## src/rtl/cras_arb_pkg.sv

```systemverilog
// Package for the CRAS memory arbiter slice.
// Holds the FSM state and owner encodings plus the shared data/byte-enable
// and wait-counter widths used by cras_mem_arbiter and cras_arb_stats.
package cras_arb_pkg;

  localparam int unsigned WORD_W = 32;
  localparam int unsigned BE_W   = 4;
  localparam int unsigned WAIT_W = 8;

  typedef enum logic [1:0] {
    IDLE    = 2'd0,
    RD_WAIT = 2'd1,
    RESP    = 2'd2
  } arb_state_e;

  typedef enum logic {
    OWN_CORE = 1'b0,
    OWN_RAS  = 1'b1
  } arb_owner_e;

endpackage

```

## src/rtl/cras_arb_stats.sv

```systemverilog
// Arbitration statistics counters, instantiated only when ARB_STATS_EN is
// defined.
// Ports:
//   clk, rst         clock and asynchronous active-high reset
//   i_core_gnt       core won arbitration this cycle
//   i_ras_gnt        CRAS won arbitration this cycle
//   i_ras_wait       current CRAS lost-arbitration count
//   o_core_gnt       core grant counter (wraps)
//   o_ras_gnt        CRAS grant counter (wraps)
//   o_ras_maxwait    peak CRAS wait count observed
module cras_arb_stats
  import cras_arb_pkg::*;
(
  input  logic              clk,
  input  logic              rst,
  input  logic              i_core_gnt,
  input  logic              i_ras_gnt,
  input  logic [WAIT_W-1:0] i_ras_wait,
  output logic [15:0]       o_core_gnt,
  output logic [15:0]       o_ras_gnt,
  output logic [7:0]        o_ras_maxwait
);

  logic [15:0]       r_core_gnt;
  logic [15:0]       r_ras_gnt;
  logic [WAIT_W-1:0] r_ras_maxwait;

  always_ff @(posedge clk or posedge rst) begin
    if (rst) begin
      r_core_gnt    <= '0;
      r_ras_gnt     <= '0;
      r_ras_maxwait <= '0;
    end else begin
      if (i_core_gnt) r_core_gnt <= r_core_gnt + 16'd1;
      if (i_ras_gnt)  r_ras_gnt  <= r_ras_gnt + 16'd1;
      if (i_ras_wait > r_ras_maxwait) r_ras_maxwait <= i_ras_wait;
    end
  end

  assign o_core_gnt    = r_core_gnt;
  assign o_ras_gnt     = r_ras_gnt;
  assign o_ras_maxwait = r_ras_maxwait;

endmodule

```

## src/rtl/cras_mem_arbiter.sv

```systemverilog
// Shares one synchronous data-memory port between the core load/store path
// and the CRAS spill/fill engine. Core has fixed priority; a CRAS request
// that loses MAX_WAIT times gets forced priority.
// Optional feature macro: ARB_STATS_EN (adds stat_* grant/wait counters).
// Ports:
//   clk, Rst                 clock, asynchronous active-high reset
//   core_rd/wr/be/addr/wdata core request (level, held until core_hold==0)
//   core_rdata, core_hold    core load data (valid in RESP), core stall
//   ras_rd/wr/addr/wdata     CRAS request (held until ras_rdy)
//   ras_rdata, ras_rdy       CRAS fill data, one-cycle completion pulse
//   m_en/we/addr/wdata       RAM strobe, byte write enables, address, data
//   m_rdata                  RAM read data, RD_LAT cycles after issue
module cras_mem_arbiter
  import cras_arb_pkg::*;
#(
  parameter int unsigned RD_LAT   = 1,
  parameter int unsigned MAX_WAIT = 8
) (
  input  logic              clk,
  input  logic              Rst,
  input  logic              core_rd,
  input  logic              core_wr,
  input  logic [BE_W-1:0]   core_be,
  input  logic [WORD_W-1:0] core_addr,
  input  logic [WORD_W-1:0] core_wdata,
  output logic [WORD_W-1:0] core_rdata,
  output logic              core_hold,
  input  logic              ras_rd,
  input  logic              ras_wr,
  input  logic [WORD_W-1:0] ras_addr,
  input  logic [WORD_W-1:0] ras_wdata,
  output logic [WORD_W-1:0] ras_rdata,
  output logic              ras_rdy,
  output logic              m_en,
  output logic [BE_W-1:0]   m_we,
  output logic [WORD_W-1:0] m_addr,
  output logic [WORD_W-1:0] m_wdata,
  input  logic [WORD_W-1:0] m_rdata
`ifdef ARB_STATS_EN
  ,
  output logic [15:0]       stat_core_gnt,
  output logic [15:0]       stat_ras_gnt,
  output logic [7:0]        stat_ras_maxwait
`endif
);

  localparam logic [WAIT_W-1:0] MAX_WAIT_V = WAIT_W'(MAX_WAIT);
  // RD_WAIT lasts RD_LAT-1 cycles; the counter is loaded with RD_LAT-2.
  localparam logic [1:0]        LAT_LOAD   = (RD_LAT > 1) ? 2'(RD_LAT - 2) : 2'd0;

  arb_state_e        r_state;
  arb_owner_e        r_owner;
  logic [WAIT_W-1:0] r_ras_wait;
  logic [1:0]        r_lat_cnt;
  logic              r_ras_wr_rdy;

  logic w_idle;
  logic w_core_req;
  logic w_ras_busy;
  logic w_ras_req;
  logic w_ras_forced;
  logic w_core_gnt;
  logic w_ras_gnt;
  logic w_resp_core;
  logic w_resp_ras;
  logic w_core_done;

  always_comb begin
    w_idle       = (r_state == IDLE);
    w_core_req   = core_rd | core_wr;
    // CRAS request already in flight (read owned, or write awaiting its
    // ras_rdy pulse) is not a new pending request.
    w_ras_busy   = r_ras_wr_rdy | (~w_idle & (r_owner == OWN_RAS));
    w_ras_req    = (ras_rd | ras_wr) & ~w_ras_busy;
    w_ras_forced = w_ras_req & (r_ras_wait >= MAX_WAIT_V);
    w_core_gnt   = ~Rst & w_idle & w_core_req & ~w_ras_forced;
    w_ras_gnt    = ~Rst & w_idle & w_ras_req & ~w_core_gnt;
    w_resp_core  = ~Rst & (r_state == RESP) & (r_owner == OWN_CORE);
    w_resp_ras   = ~Rst & (r_state == RESP) & (r_owner == OWN_RAS);
    w_core_done  = (w_core_gnt & core_wr) | w_resp_core;
  end

  // RAM port and requester-facing outputs; everything is gated by Rst.
  always_comb begin
    m_en    = w_core_gnt | w_ras_gnt;
    m_we    = '0;
    m_addr  = '0;
    m_wdata = '0;
    if (w_core_gnt) begin
      m_addr = core_addr;
      if (core_wr) begin
        m_we    = core_be;
        m_wdata = core_wdata;
      end
    end else if (w_ras_gnt) begin
      m_addr = ras_addr;
      if (ras_wr) begin
        m_we    = '1;
        m_wdata = ras_wdata;
      end
    end
    core_hold  = ~Rst & w_core_req & ~w_core_done;
    core_rdata = w_resp_core ? m_rdata : '0;
    ras_rdata  = w_resp_ras ? m_rdata : '0;
    ras_rdy    = w_resp_ras | (~Rst & r_ras_wr_rdy);
  end

  always_ff @(posedge clk or posedge Rst) begin
    if (Rst) begin
      r_state      <= IDLE;
      r_owner      <= OWN_CORE;
      r_ras_wait   <= '0;
      r_lat_cnt    <= '0;
      r_ras_wr_rdy <= 1'b0;
    end else begin
      r_ras_wr_rdy <= w_ras_gnt & ras_wr;

      if (w_ras_gnt)
        r_ras_wait <= '0;
      else if (w_ras_req && (r_ras_wait != MAX_WAIT_V))
        r_ras_wait <= r_ras_wait + 1'b1;

      case (r_state)
        IDLE: begin
          // Writes finish in the issue cycle; only reads leave IDLE.
          if ((w_core_gnt && !core_wr) || (w_ras_gnt && !ras_wr)) begin
            r_owner   <= w_core_gnt ? OWN_CORE : OWN_RAS;
            r_lat_cnt <= LAT_LOAD;
            r_state   <= (RD_LAT == 1) ? RESP : RD_WAIT;
          end
        end
        RD_WAIT: begin
          if (r_lat_cnt == 2'd0) r_state <= RESP;
          else                   r_lat_cnt <= r_lat_cnt - 2'd1;
        end
        RESP:    r_state <= IDLE;
        default: r_state <= IDLE;
      endcase
    end
  end

`ifdef ARB_STATS_EN
  cras_arb_stats u_stats (
    .clk          (clk),
    .rst          (Rst),
    .i_core_gnt   (w_core_gnt),
    .i_ras_gnt    (w_ras_gnt),
    .i_ras_wait   (r_ras_wait),
    .o_core_gnt   (stat_core_gnt),
    .o_ras_gnt    (stat_ras_gnt),
    .o_ras_maxwait(stat_ras_maxwait)
  );
`endif

endmodule
```

## config.mk

```make
export PLATFORM = sky130hd
export DESIGN_NAME = cras_mem_arbiter
export DESIGN_NICKNAME = d
export VERILOG_FILES = /design/src/rtl/cras_arb_pkg.sv /design/src/rtl/cras_arb_stats.sv /design/src/rtl/cras_mem_arbiter.sv
export SDC_FILE = /design/constraint.sdc
export NUM_CORES = 1
export LEC_CHECK = 0
export CORE_AREA = 2 2 117 119
export DETAILED_ROUTE_END_ITERATION = 6
export DIE_AREA = 0 0 119 121
export SETUP_SLACK_MARGIN = 0.2
export SYNTH_ARGS = -nofsm -noshare
export SYNTH_HDL_FRONTEND = slang
export SYNTH_HIERARCHICAL = 1
export SYNTH_SLANG_ARGS = --single-unit
```

## constraint.sdc

```tcl
create_clock -name clk -period 2.75 [get_ports clk]
set_input_delay 0.55 -clock clk [delete_from_list [all_inputs] [get_ports clk]]
set_output_delay 0.55 -clock clk [all_outputs]
set_load 0.005 [all_outputs]
```

* After elaboration in Yosys (flattened, before gate mapping)
Cells that the tools add are included.
Cells by class: add/sub/neg operators 2, order comparisons 1, equal/unequal tests 6, multiplexer cells 21, bitwise operators 29, reduce and logical (&&, ||, !) cells 13
Operator list (count):
- 32-bit 2-to-1 mux | 8
- 1-bit bitwise AND | 16
- 4-bit 2-to-1 mux | 4
- 8-bit 2-to-1 mux | 2
- 8-bit by 1-bit adder with 8-bit output (second input constant) | 1
- 8-bit by 4-bit greater-or-equal comparator with 1-bit output (second input constant) | 1
- 2-bit 2-to-1 mux | 4
- 8-bit by 4-bit inequality test with 1-bit output (second input constant) | 1
- 2-bit one-hot mux with 2 select lines | 2
- 1-bit inverter | 7
- 1-bit OR | 6
- 2-bit zero test | 2
- 2-bit inequality test (second input constant) | 2
- 2-bit AND reduction | 2
- 2-bit nonzero test | 2
- 1-bit logical AND | 3
- 3-bit AND reduction | 1
- 2-bit by 1-bit equality test with 1-bit output (second input constant) | 1
- 2-bit equality test (second input constant) | 1
- 1-bit zero test | 2
- 2-bit by 1-bit inequality test with 1-bit output (second input constant) | 1
- 2-bit by 1-bit subtractor with 2-bit output (second input constant) | 1
- 1-bit logical OR | 1
- 1-bit 2-to-1 mux | 1
Word-level totals: register bits after elaboration 14, input port bits 170, output and inout port bits 135

* Longest topological paths before layout
word-level depth 15, gate-level depth with buffers 7

* Least setup slack after synthesis
No wires, ideal clock.
path type register to output, from register r_ras_wait[6], to output m_wdata[16], arrival time 1783 ps, required time 2200 ps, setup slack 417 ps, cell stages (with the launch flop) 8, buffers on the path 3, cells stage by stage dfrtp_1 or4_4 o211ai_2 buf_6 and3_4 buf_6 buf_6 a22o_1
On the way: cells in the longest elaborated chain, start to end 8
Ends and longest elaborated chain:
- start: declaration | RTL line cras_mem_arbiter.sv:53 | logic [WAIT_W-1:0] r_ras_wait;
- start signal: assignment | RTL line cras_mem_arbiter.sv:121 | r_ras_wait <= r_ras_wait + 1'b1;
- 8-bit by 4-bit greater-or-equal comparator with 1-bit output (*) | RTL line cras_mem_arbiter.sv:75 | w_ras_forced = w_ras_req & (r_ras_wait >= MAX_WAIT_V);
- 1-bit bitwise AND (*) | RTL line cras_mem_arbiter.sv:75
- 1-bit inverter (*) | RTL line cras_mem_arbiter.sv:76 | w_core_gnt = ~Rst & w_idle & w_core_req & ~w_ras_forced;
- 1-bit bitwise AND (*) | RTL line cras_mem_arbiter.sv:76
- 1-bit inverter | RTL line cras_mem_arbiter.sv:77 | w_ras_gnt = ~Rst & w_idle & w_ras_req & ~w_core_gnt;
- 1-bit bitwise AND | RTL line cras_mem_arbiter.sv:77
- 32-bit 2-to-1 mux | RTL line cras_mem_arbiter.sv:95 | end else if (w_ras_gnt) begin
- 32-bit 2-to-1 mux (*) | RTL line cras_mem_arbiter.sv:89 | if (w_core_gnt) begin
- end: declaration | RTL line cras_mem_arbiter.sv:37 | output logic [WORD_W-1:0] m_wdata,
Mark *: on every way between the ends. The rest lies on a longest branch, timed or not.

* Worst setup path after layout
from register r_ras_wait[5], to output m_wdata[25]
The elaborated chain is that of the path after synthesis.

==> flow_summary.toml <==
[run_status]
outcome = "finished with violations"
violations = "setup timing"

[yosys]
synth_nets = 470
netlist-cell-type-count = 33
seq_area_frac_synth_pct = 14.0
syn_area_per_cell_um2 = 6.61
synth.cell_area_um2 = 1970
synthCells = 298
yosys_register_bits = 11
synth_warnings = 6

[global_routing]
grt_util_all_layers_pct = 19.5
grt_max_degree = 33
grt_pass1_vias = 3630
grt_overflow_total = 0
antenna_found_initial = 1
grt_pass1_wl_um = 21700

[power]
power.density_nw_per_um2 = 408
p_leak_nw = 2.67
power.total_mw = 2.45
ir_drop_mv = 0.206

[setup_path]
start_kind = "flip-flop"
arrival_ps = 2290
critPathKind = "reg -> out"
worstPathMaxFanout = 9
crit_required_ps = 2200
end_kind = "output pin"

[sta]
finalCriticalPeriod_ps = 2840
hold_viol = 0
setup_violations = 53
fmax_mhz = 352
max_slew_margin_pct = 73.2
slew_violations = 0
fin_ws_ps = -90.5
rsz0062_at_grt = "yes"
worst_slew_pin_slew_ps = 400
fin_skew_ps = 2.62
fin_crit_sh_pct = 103

[die]
start_util_pct = 15.1
die_w_um = 119
coreArea_um2 = 13100
num_io_pins = 305
num_rows = 42
die_area_um2 = 14400
die_height_um = 121

[clock_network]
clock_latency_ps = 240
cts_sinks = 11
cts_hold_buffers = 0
cts_root_buf = "clkbuf_16"
clk_pin_slew_ps = 40
cts_buffer_depth = 2
htree_levels = 1
numCtsBuffers = 3
tritoncts = "done"

[route]
vias = 3765
ant_nets = 0
dr.first_iter.drc_count = 197
via_per_inst = 4.57
wire_per_inst_um = 19.4
drt_pre_antenna_iters = 4
remaining_drc_errors = 0
routed_wl_um = 16000

[cells_and_area]
final_common_cell = "clkdlybuf4s50_1"
syn2layout_area_growth_pct = 204
final_area_um2 = 5990
finalNetCount = 820
drive_gt1_share_pct = 28.3
most-common-layout-cells = "clkdlybuf4s50_1, buf_2, and2_1"

[job]
max_cap_violations = 0

[placed_design]
io_buffer_count = 304
post_dp_cell_area_um2 = 5380
routabilityCongestion = 0.881
detailed_place_hpwl_um = 11200

[min_path]
hp-class = "in -> async"
-- registers in the layout, indices dropped and copies added (netlist names) --
register,count
r_ras_wait,8
r_state,1
r_owner,1
r_ras_wr_rdy,1
-- per-layer routing --
metal / vias up / global-route usage (%) / wire, um
li1: 1747 / - / -
met1: 1802 / 22.6 / 6160
met2: 199 / 36.2 / 8400
met3: 17 / 4.23 / 1170
met4: 0 / 5.13 / 249
met5: - / 0 / 0
-- cell type report --
class | count | area [um^2]
clock buffers | 4 | 78.8
multi-input cells | 253 | 1710
inverters | 6 | 22.5
diodes | 1 | 2.50
repair buffers | 373 | 3680
well taps | 176 | 220
fillers | 1262 | 7100
flip-flops and latches | 11 | 275
-- cells in the mapped netlist --
library cell | count | area, um^2
o211ai_1 | 1 | 7.51
dfrtp_1 | 11 | 275
and3_1 | 2 | 12.5
nand3b_1 | 2 | 15.0
mux2i_1 | 1 | 10.0
nand2b_1 | 1 | 6.26
o2bb2ai_1 | 2 | 17.5
buf_6 | 4 | 45.0
a21o_1 | 5 | 37.5
ha_1 | 2 | 25.0
nor2_1 | 12 | 45.0
o21ai_0 | 32 | 160
o211ai_2 | 1 | 12.5
or4_4 | 1 | 11.3
nand3_1 | 34 | 170
nor3_1 | 4 | 20.0
a21oi_1 | 2 | 10.0
nor4_1 | 2 | 12.5
buf_2 | 7 | 35.0
inv_1 | 6 | 22.5
a2111oi_0 | 1 | 8.76
o31ai_1 | 1 | 7.51
or2_2 | 2 | 12.5
a21boi_1 | 1 | 7.51
a21oi_2 | 1 | 8.76
nand4b_1 | 1 | 8.76
and3_4 | 1 | 11.3
o31a_1 | 1 | 8.76
xnor2_1 | 6 | 52.6
and2_1 | 66 | 413
nand2_1 | 36 | 135
clkbuf_1 | 17 | 63.8
a22o_1 | 32 | 280
-- final timing paths --
path                          startpoint             to  slack, ps  cells past startpoint
min                                  Rst     r_state[1]        400                      3
min reg2reg                r_ras_wait[1]  r_ras_wait[1]        610                      2
max in group asynchronous            Rst  r_ras_wait[1]       2200                      3
max                        r_ras_wait[5]    m_wdata[25]        -90                      9
min in group clk           r_ras_wait[1]  r_ras_wait[1]        610                      2
max reg2reg                r_ras_wait[5]  r_ras_wait[4]        580                     10
-- stage by stage --
stage	util [%]	hold WS, ps	setup WS, ps	setup TNS, ps	cells
floorplan	-	413	417	0	298
detailed placement	41.1	610	-501	-25130	777
CTS	43.4	383	-160	-3420	804
finish	45.8	401	-90.5	-2960	824
global placement	41.1	572	-451	-24110	777
global route	45.7	427	-123	-5580	823
-- cell families after synthesis --
kind of cell,count (synthesis),share of synthesized area [%]
AOI/OAI and AO/OA,80,28.8
xor gates and xnor gates,6,2.67
adders and majority gates,2,1.27
buffers and inverters,34,8.45
DFF,11,14.0
muxes,1,0.508
and+or+nand+nor,164,44.3
-- timing repair --
item	CTS	global route
buffers inserted	13	12
resized for setup	324	72
pin swaps	8	48
gates cloned	10	7
endpoints found under the setup margin	134	75
-- power by group --
| part | switching (mW) | total, mW | leakage [nW] | internal (mW) |
|---|---|---|---|---|
| Clock | 0.0706 | 0.265 | 0.0382 | 0.194 |
| Combinational | 0.794 | 1.93 | 2.48 | 1.14 |
| Sequential | 0.0468 | 0.251 | 0.146 | 0.204 |
| Total | 0.912 | 2.45 | 2.67 | 1.53 |
-- critical path, stage by stage (launching register included) --
cell and delay, ps:
dfrtp_1 370, or4_4 560, o211ai_4 200, buf_6 120
buf_6 90, a21oi_4 50, buf_6 140, buf_12 140
a22o_1 230, buf_2 130
Note: power is estimated with default switching activity, not from simulation.
